`src/rtl/lsq_issue_scheduler.sv`:
```
// Load/store queue issue scheduler.
// Picks at most one memory op per cycle (load or store) toward one of the
// memory subunits. Loads win by default. A starvation counter forces a store
// through after a run of load wins. A fence request drains outstanding loads
// and queued stores, then acknowledges with a one-cycle pulse.
module lsq_issue_scheduler #(
  parameter int NUM_SUBUNITS    = 3,
  parameter int MAX_OUTSTANDING = 4,
  parameter int STARVE_LIMIT    = 8,
  localparam int SW = (NUM_SUBUNITS > 1) ? $clog2(NUM_SUBUNITS) : 1,
  localparam int CW = $clog2(MAX_OUTSTANDING + 1),
  localparam int TW = $clog2(STARVE_LIMIT + 1)
) (
  input  logic                    clk,
  input  logic                    rst,
  input  logic                    load_valid,
  input  logic [SW-1:0]           load_subunit,
  input  logic                    store_valid,
  input  logic [SW-1:0]           store_subunit,
  input  logic [NUM_SUBUNITS-1:0] subunit_ready,
  input  logic                    load_response,
  input  logic                    sq_empty,
  input  logic                    fence_req,
  output logic                    load_pop,
  output logic                    store_pop,
  output logic [NUM_SUBUNITS-1:0] issue_sel,
  output logic [CW-1:0]           outstanding,
  output logic                    fence_ack
);

  typedef enum logic [1:0] {
    NORMAL,
    STORE_FORCE,
    DRAIN
  } state_e;

  state_e        state, state_nxt;
  logic [TW-1:0] starve_cnt, starve_nxt;
  logic [SW-1:0] last_sub;
  logic [CW-1:0] outstanding_nxt;
  logic          fence_ack_nxt;

  logic load_rdy, store_rdy;
  logic load_ok, store_ok;
  logic resp_take;
  logic drain_done;

  // Per-subunit ready lookup; out-of-range indices never match, so they read as not ready.
  // NOTE: every combinational output gets a default before any branch, so no latch is inferred.
  always_comb begin
    load_rdy  = 1'b0;
    store_rdy = 1'b0;
    for (int i = 0; i < NUM_SUBUNITS; i++) begin
      if (load_subunit == SW'(i))  load_rdy  = subunit_ready[i];
      if (store_subunit == SW'(i)) store_rdy = subunit_ready[i];
    end
  end

  // A load may only follow loads to the same subunit so responses return in order.
  assign load_ok = load_valid & load_rdy
                 & (outstanding < CW'(MAX_OUTSTANDING))
                 & ((outstanding == '0) | (load_subunit == last_sub))
                 & (state == NORMAL);
  assign store_ok = store_valid & store_rdy;

  // Issue arbitration; reset holds both pops low regardless of inputs.
  always_comb begin
    load_pop  = 1'b0;
    store_pop = 1'b0;
    if (rst) begin
      if (state == NORMAL) begin
        load_pop  = load_ok;
        store_pop = store_ok & ~load_ok;
      end else begin
        store_pop = store_ok;
      end
    end
  end

  // One-hot target of whichever op issues this cycle.
  always_comb begin
    issue_sel = '0;
    for (int i = 0; i < NUM_SUBUNITS; i++) begin
      issue_sel[i] = (load_pop & (load_subunit == SW'(i)))
                   | (store_pop & (store_subunit == SW'(i)));
    end
  end

  // Counter next values: starvation run length and in-flight load count.
  assign resp_take = load_response & (outstanding != '0);
  always_comb begin
    starve_nxt = starve_cnt;
    if (store_pop | ~store_valid) begin
      starve_nxt = '0;
    end else if (store_ok & load_pop & (starve_cnt != TW'(STARVE_LIMIT))) begin
      starve_nxt = starve_cnt + TW'(1);
    end

    outstanding_nxt = outstanding;
    if (load_pop & ~resp_take) begin
      outstanding_nxt = outstanding + CW'(1);
    end else if (~load_pop & resp_take) begin
      outstanding_nxt = outstanding - CW'(1);
    end
  end

  assign drain_done = (state == DRAIN) & sq_empty & (outstanding == '0) & ~store_pop;

  // Mode sequencing; a fence request overrides the starvation escape.
  always_comb begin
    state_nxt     = state;
    fence_ack_nxt = 1'b0;
    unique case (state)
      NORMAL: begin
        if (fence_req) begin
          state_nxt = DRAIN;
        end else if (starve_nxt == TW'(STARVE_LIMIT)) begin
          state_nxt = STORE_FORCE;
        end
      end
      STORE_FORCE: begin
        if (fence_req) begin
          state_nxt = DRAIN;
        end else if (store_pop | ~store_valid) begin
          state_nxt = NORMAL;
        end
      end
      DRAIN: begin
        if (drain_done) begin
          state_nxt     = NORMAL;
          fence_ack_nxt = 1'b1;
        end
      end
      default: state_nxt = NORMAL;
    endcase
  end

  // State registers; asynchronous reset aborts any drain without an ack.
  // NOTE: sequential state uses non-blocking assignments so all registers update together at the edge.
  always_ff @(posedge clk or negedge rst) begin
    if (!rst) begin
      state       <= NORMAL;
      starve_cnt  <= '0;
      outstanding <= '0;
      last_sub    <= '0;
      fence_ack   <= 1'b0;
    end else begin
      state       <= state_nxt;
      starve_cnt  <= starve_nxt;
      outstanding <= outstanding_nxt;
      fence_ack   <= fence_ack_nxt;
      if (load_pop) last_sub <= load_subunit;
    end
  end

endmodule
```
`config.mk`:
```
export PLATFORM = sky130hd
export DESIGN_NAME = lsq_issue_scheduler
export DESIGN_NICKNAME = d
export VERILOG_FILES = /design/src/rtl/lsq_issue_scheduler.sv
export SDC_FILE = /design/constraint.sdc
export NUM_CORES = 1
export LEC_CHECK = 0
export CORE_AREA = 2 2 43 49
export DETAILED_ROUTE_END_ITERATION = 10
export DIE_AREA = 0 0 45 51
export GPL_ROUTABILITY_DRIVEN = 0
export PLACE_DENSITY = 0.78
export SLEW_MARGIN = 20
export SYNTH_ARGS = -nofsm -noshare
export SYNTH_HDL_FRONTEND = slang
export SYNTH_SLANG_ARGS = --single-unit
```
`constraint.sdc`:
```
create_clock -name clk -period 6.1 [get_ports clk]
set_clock_uncertainty 0.05 [all_clocks]
set_input_delay 0.61 -clock clk [delete_from_list [all_inputs] [get_ports clk]]
set_output_delay 0.61 -clock clk [all_outputs]
set_load 0.02 [all_outputs]
```
==> flow_summary.ini <==
[run_status]
outcome = finished, final reports clean

[yosys]
synth_compound_area_share_pct = 22.52
area_share_of_the_largest_cell_type_after_synthesis_pct = 35.56
synth.top_cells.by_count = dfrtp_1, inv_1, o21ai_0, nand2_1, nor2_1
post-synth-top-count-cell = dfrtp_1
synth_area_per_cell_um2 = 9.597
postSynth.topFlopCell = dfrtp_1
synthesis.yosys.warnings = 0
synth_edf_count = 0
syn-num-nets = 106
postSynthCellCount = 88
yosys.area_share.adder_pct = 6.815
ys_ff_latch = 12
synth_top_family_by_area = compound AO/OA/AOI/OAI gates
synth_simple_gate_area_share_pct = 17.93
synth_sequential_area_ratio_pct = 35.56
yosys.area_share.xor_xnor_pct = 5.185
synth_area_leader_cell = dfrtp_1
synth_mux_area_share_pct = 7.556
ys_top_cells_by_area = dfrtp_1, ha_1, inv_1
syn-cell-area_um2 = 844.6
yosysUniqueCellTypes = 37
synthArstFlopShare_pct = 100.0

[floorplan]
die_width_um = 45
floorplan.initialDensity_pct = 45.12
chipHeight_um = 51
io_count = 23
die-area_mm2 = 0.002295
core_area_mm2 = 0.001872
core.rowCount = 17

[clock_tree]
clock_tree.root_cell = clkbuf_4
cts_hold_buffers = 0
clock_buffers_created_by_tritoncts = 3
clockBufferDepth = 2
clock-sinks = 12
total_of_cells_resized_after_clock_tree_synthesis = 0
cts.htree.levels = 1
clk-insertion-delay-late_ns = 0.27
clk_transition_reported_paths_ns = 0.07
cts_setup_buffers = 0
cts_tree = yes

[drt]
drt_iter0_markers = 11
routedWlPerCell_um = 14.05
drc = 0
num_vias = 764
route.antenna.remaining_nets = 0
firstDrtPassIters = 4
wl_mm = 1.854
post_drt_via_cell_ratio = 5.788

[power_and_ir_drop]
pwr_per_cell_area_mw_per_mm2 = 248.7
combinationalPowerShare_pct = 40.1
sequential_group_share_of_total_power_pct = 43.0
clkPwrFrac_pct = 16.9
ir_drop_mv = 0.2436
cellLeakagePower_nw = 0.4823
post-layout-total-power_mw = 0.2763
cellInternalPower_mw = 0.1795
switching_share_pct = 35.02
p_switching_mw = 0.09678

[placement]
hpwlAfterDp_mm = 1.459
io_buffers = 22
preCtsSetupSlack_ns = 2.204

[global_routing]
antenna_found_initial = 0
grt_pass1_vias = 744
overflow = 0
groute.usage.overall_pct = 17.82
grt_max_degree = 16
wire_length_of_the_first_global_routing_pass_mm = 3.105

[timing]
timing.setup.tns_ns = 0
worst_slack_ns = 2.222
period_minus_slack_ns = 3.878
timing.slew.headroom_pct = 59.26
final_hold_viol_count = 0
worstMarginPinSlew_ns = 0.6092
total_of_endpoints_with_negative_setup_slack_in_the_final_report = 0
setup_repair_after_global_routing_missed_its_margin = false
max_freq_mhz = 257.9
final.period_utilization_pct = 63.57
timing_max_transition_violations_final = 0

[final_layout]
diode_insertion_count_for_antenna_repair = 0
syn_to_final_growth_pct = 31.56
post_layout_net_count = 133
num-fill-cells = 171
drive_gt1_share_pct = 9.735

[worst_setup_path]
critical_path.max_fanout = 15
worst_path_most_repeated_cell = clkdlybuf4s50_1
slowest_delay_ns = 0.86
timing.critical_path.cells = clkdlybuf4s50_1 > nand2_1 > o32a_4 > nand2b_1 > nor2_1 > a22o_1 > clkdlybuf4s50_1
cp_slowest_cell = clkdlybuf4s50_1
critical_path_arrival_ns = 3.22
path_class = input port to output pin
setup.worst_path.start_class = input port
cp.required_ns = 5.44
endpoint_kind = output pin

[run]
max_cap_violations = 0

[hold_path]
hold_path.class = flip-flop to flip-flop
## power by group through the flow
stage | Sequential [mW] | Combinational [mW] | Clock (mW)
finish | 0.119 | 0.111 | 0.0468
global placement | 0.120 | 0.108 | 0
floorplan | 0.131 | 0.0516 | 0
CTS | 0.118 | 0.112 | 0.0477
global route | 0.122 | 0.120 | 0.0531
detailed placement | 0.120 | 0.111 | 0
## critical path, delay by kind of cell
kind,cells,cell delay (ns)
buf+inv,2,1.46
compound gates,2,0.57
simple gates,3,0.57
## registers in the layout, summed over array words and instances (netlist names)
name,count
starve_cnt,4
outstanding,3
last_sub,2
state,2
fence_ack,1
## final timing paths
kind | start | end | slack, ns | cells past startpoint
max | rst | issue_sel[0] | 2.22 | 7
min | last_sub[0]$_DFFE_PN0N_ | last_sub[0]$_DFFE_PN0N_ | 0.47 | 2
max in group asynchronous | rst | state[1]$_DFFE_PN0P_ | 4.93 | 1
max reg2reg | state[0]$_DFFE_PN0P_ | outstanding[2]$_DFFE_PN0P_ | 3.40 | 10
min reg2reg | last_sub[0]$_DFFE_PN0N_ | last_sub[0]$_DFFE_PN0N_ | 0.47 | 2
min in group asynchronous | rst | last_sub[1]$_DFFE_PN0N_ | 0.67 | 1
## metrics by stage
step / utilization (%) / hold slack (ns) / cells / instance area, um2
2_1_floorplan: - / 0.2644 / 88 / 844.6
3_3_place_gp: 58.16 / 0.4225 / 129 / 1089
3_5_place_dp: 58.16 / 0.4507 / 129 / 1089
4_1_cts: 59.36 / 0.4492 / 132 / 1111
5_1_grt: 59.36 / 0.4671 / 132 / 1111
6_report: 59.36 / 0.4733 / 132 / 1111
## layer usage
layer / GRT usage [%] / vias to the layer above / part of all wire [%]
li1: - / 375 / -
met1: 23.65 / 367 / 44
met2: 28.81 / 22 / 51
met3: 3.180 / 0 / 4.7
met4: 5.882 / 0 / 0
met5: 0 / - / 0
## cell type report
type,count,area (um2),share of cell area [%]
inverters,10,37.54,3.378
repair buffers,22,220.2,19.82
flip-flops and latches,12,300.3,27.03
clock buffers,3,22.52,2.027
multi-input cells,66,506.7,45.61
well taps,19,23.77,2.140
## placed cells by master (no fill, tap or decap), types with 3 or more instances in the layout
master,netlist,layout
mux2_2,3,3
nand2_1,5,5
nor2b_1,3,3
inv_1,10,10
ha_1,3,3
dfrtp_1,12,12
o21ai_0,6,6
xor2_1,4,4
a31oi_1,3,3
clkbuf_4,0,3
clkdlybuf4s50_1,0,22
mux2i_1,3,3
nor2_1,5,5
## cells by family (layout without fill, tap and decap cells)
| family | count (synthesis) | after routing |
|---|---|---|
| adder cells (fa/ha/maj) | 4 | 4 |
| multiplexers | 6 | 6 |
| buffers and inverters | 10 | 35 |
| AND/OR/NAND/NOR | 27 | 27 |
| flip-flops | 12 | 12 |
| AO/OA/AOI/OAI | 24 | 24 |
| XOR/XNOR | 5 | 5 |
No activity file was read; power rests on OpenSTA's default activity.
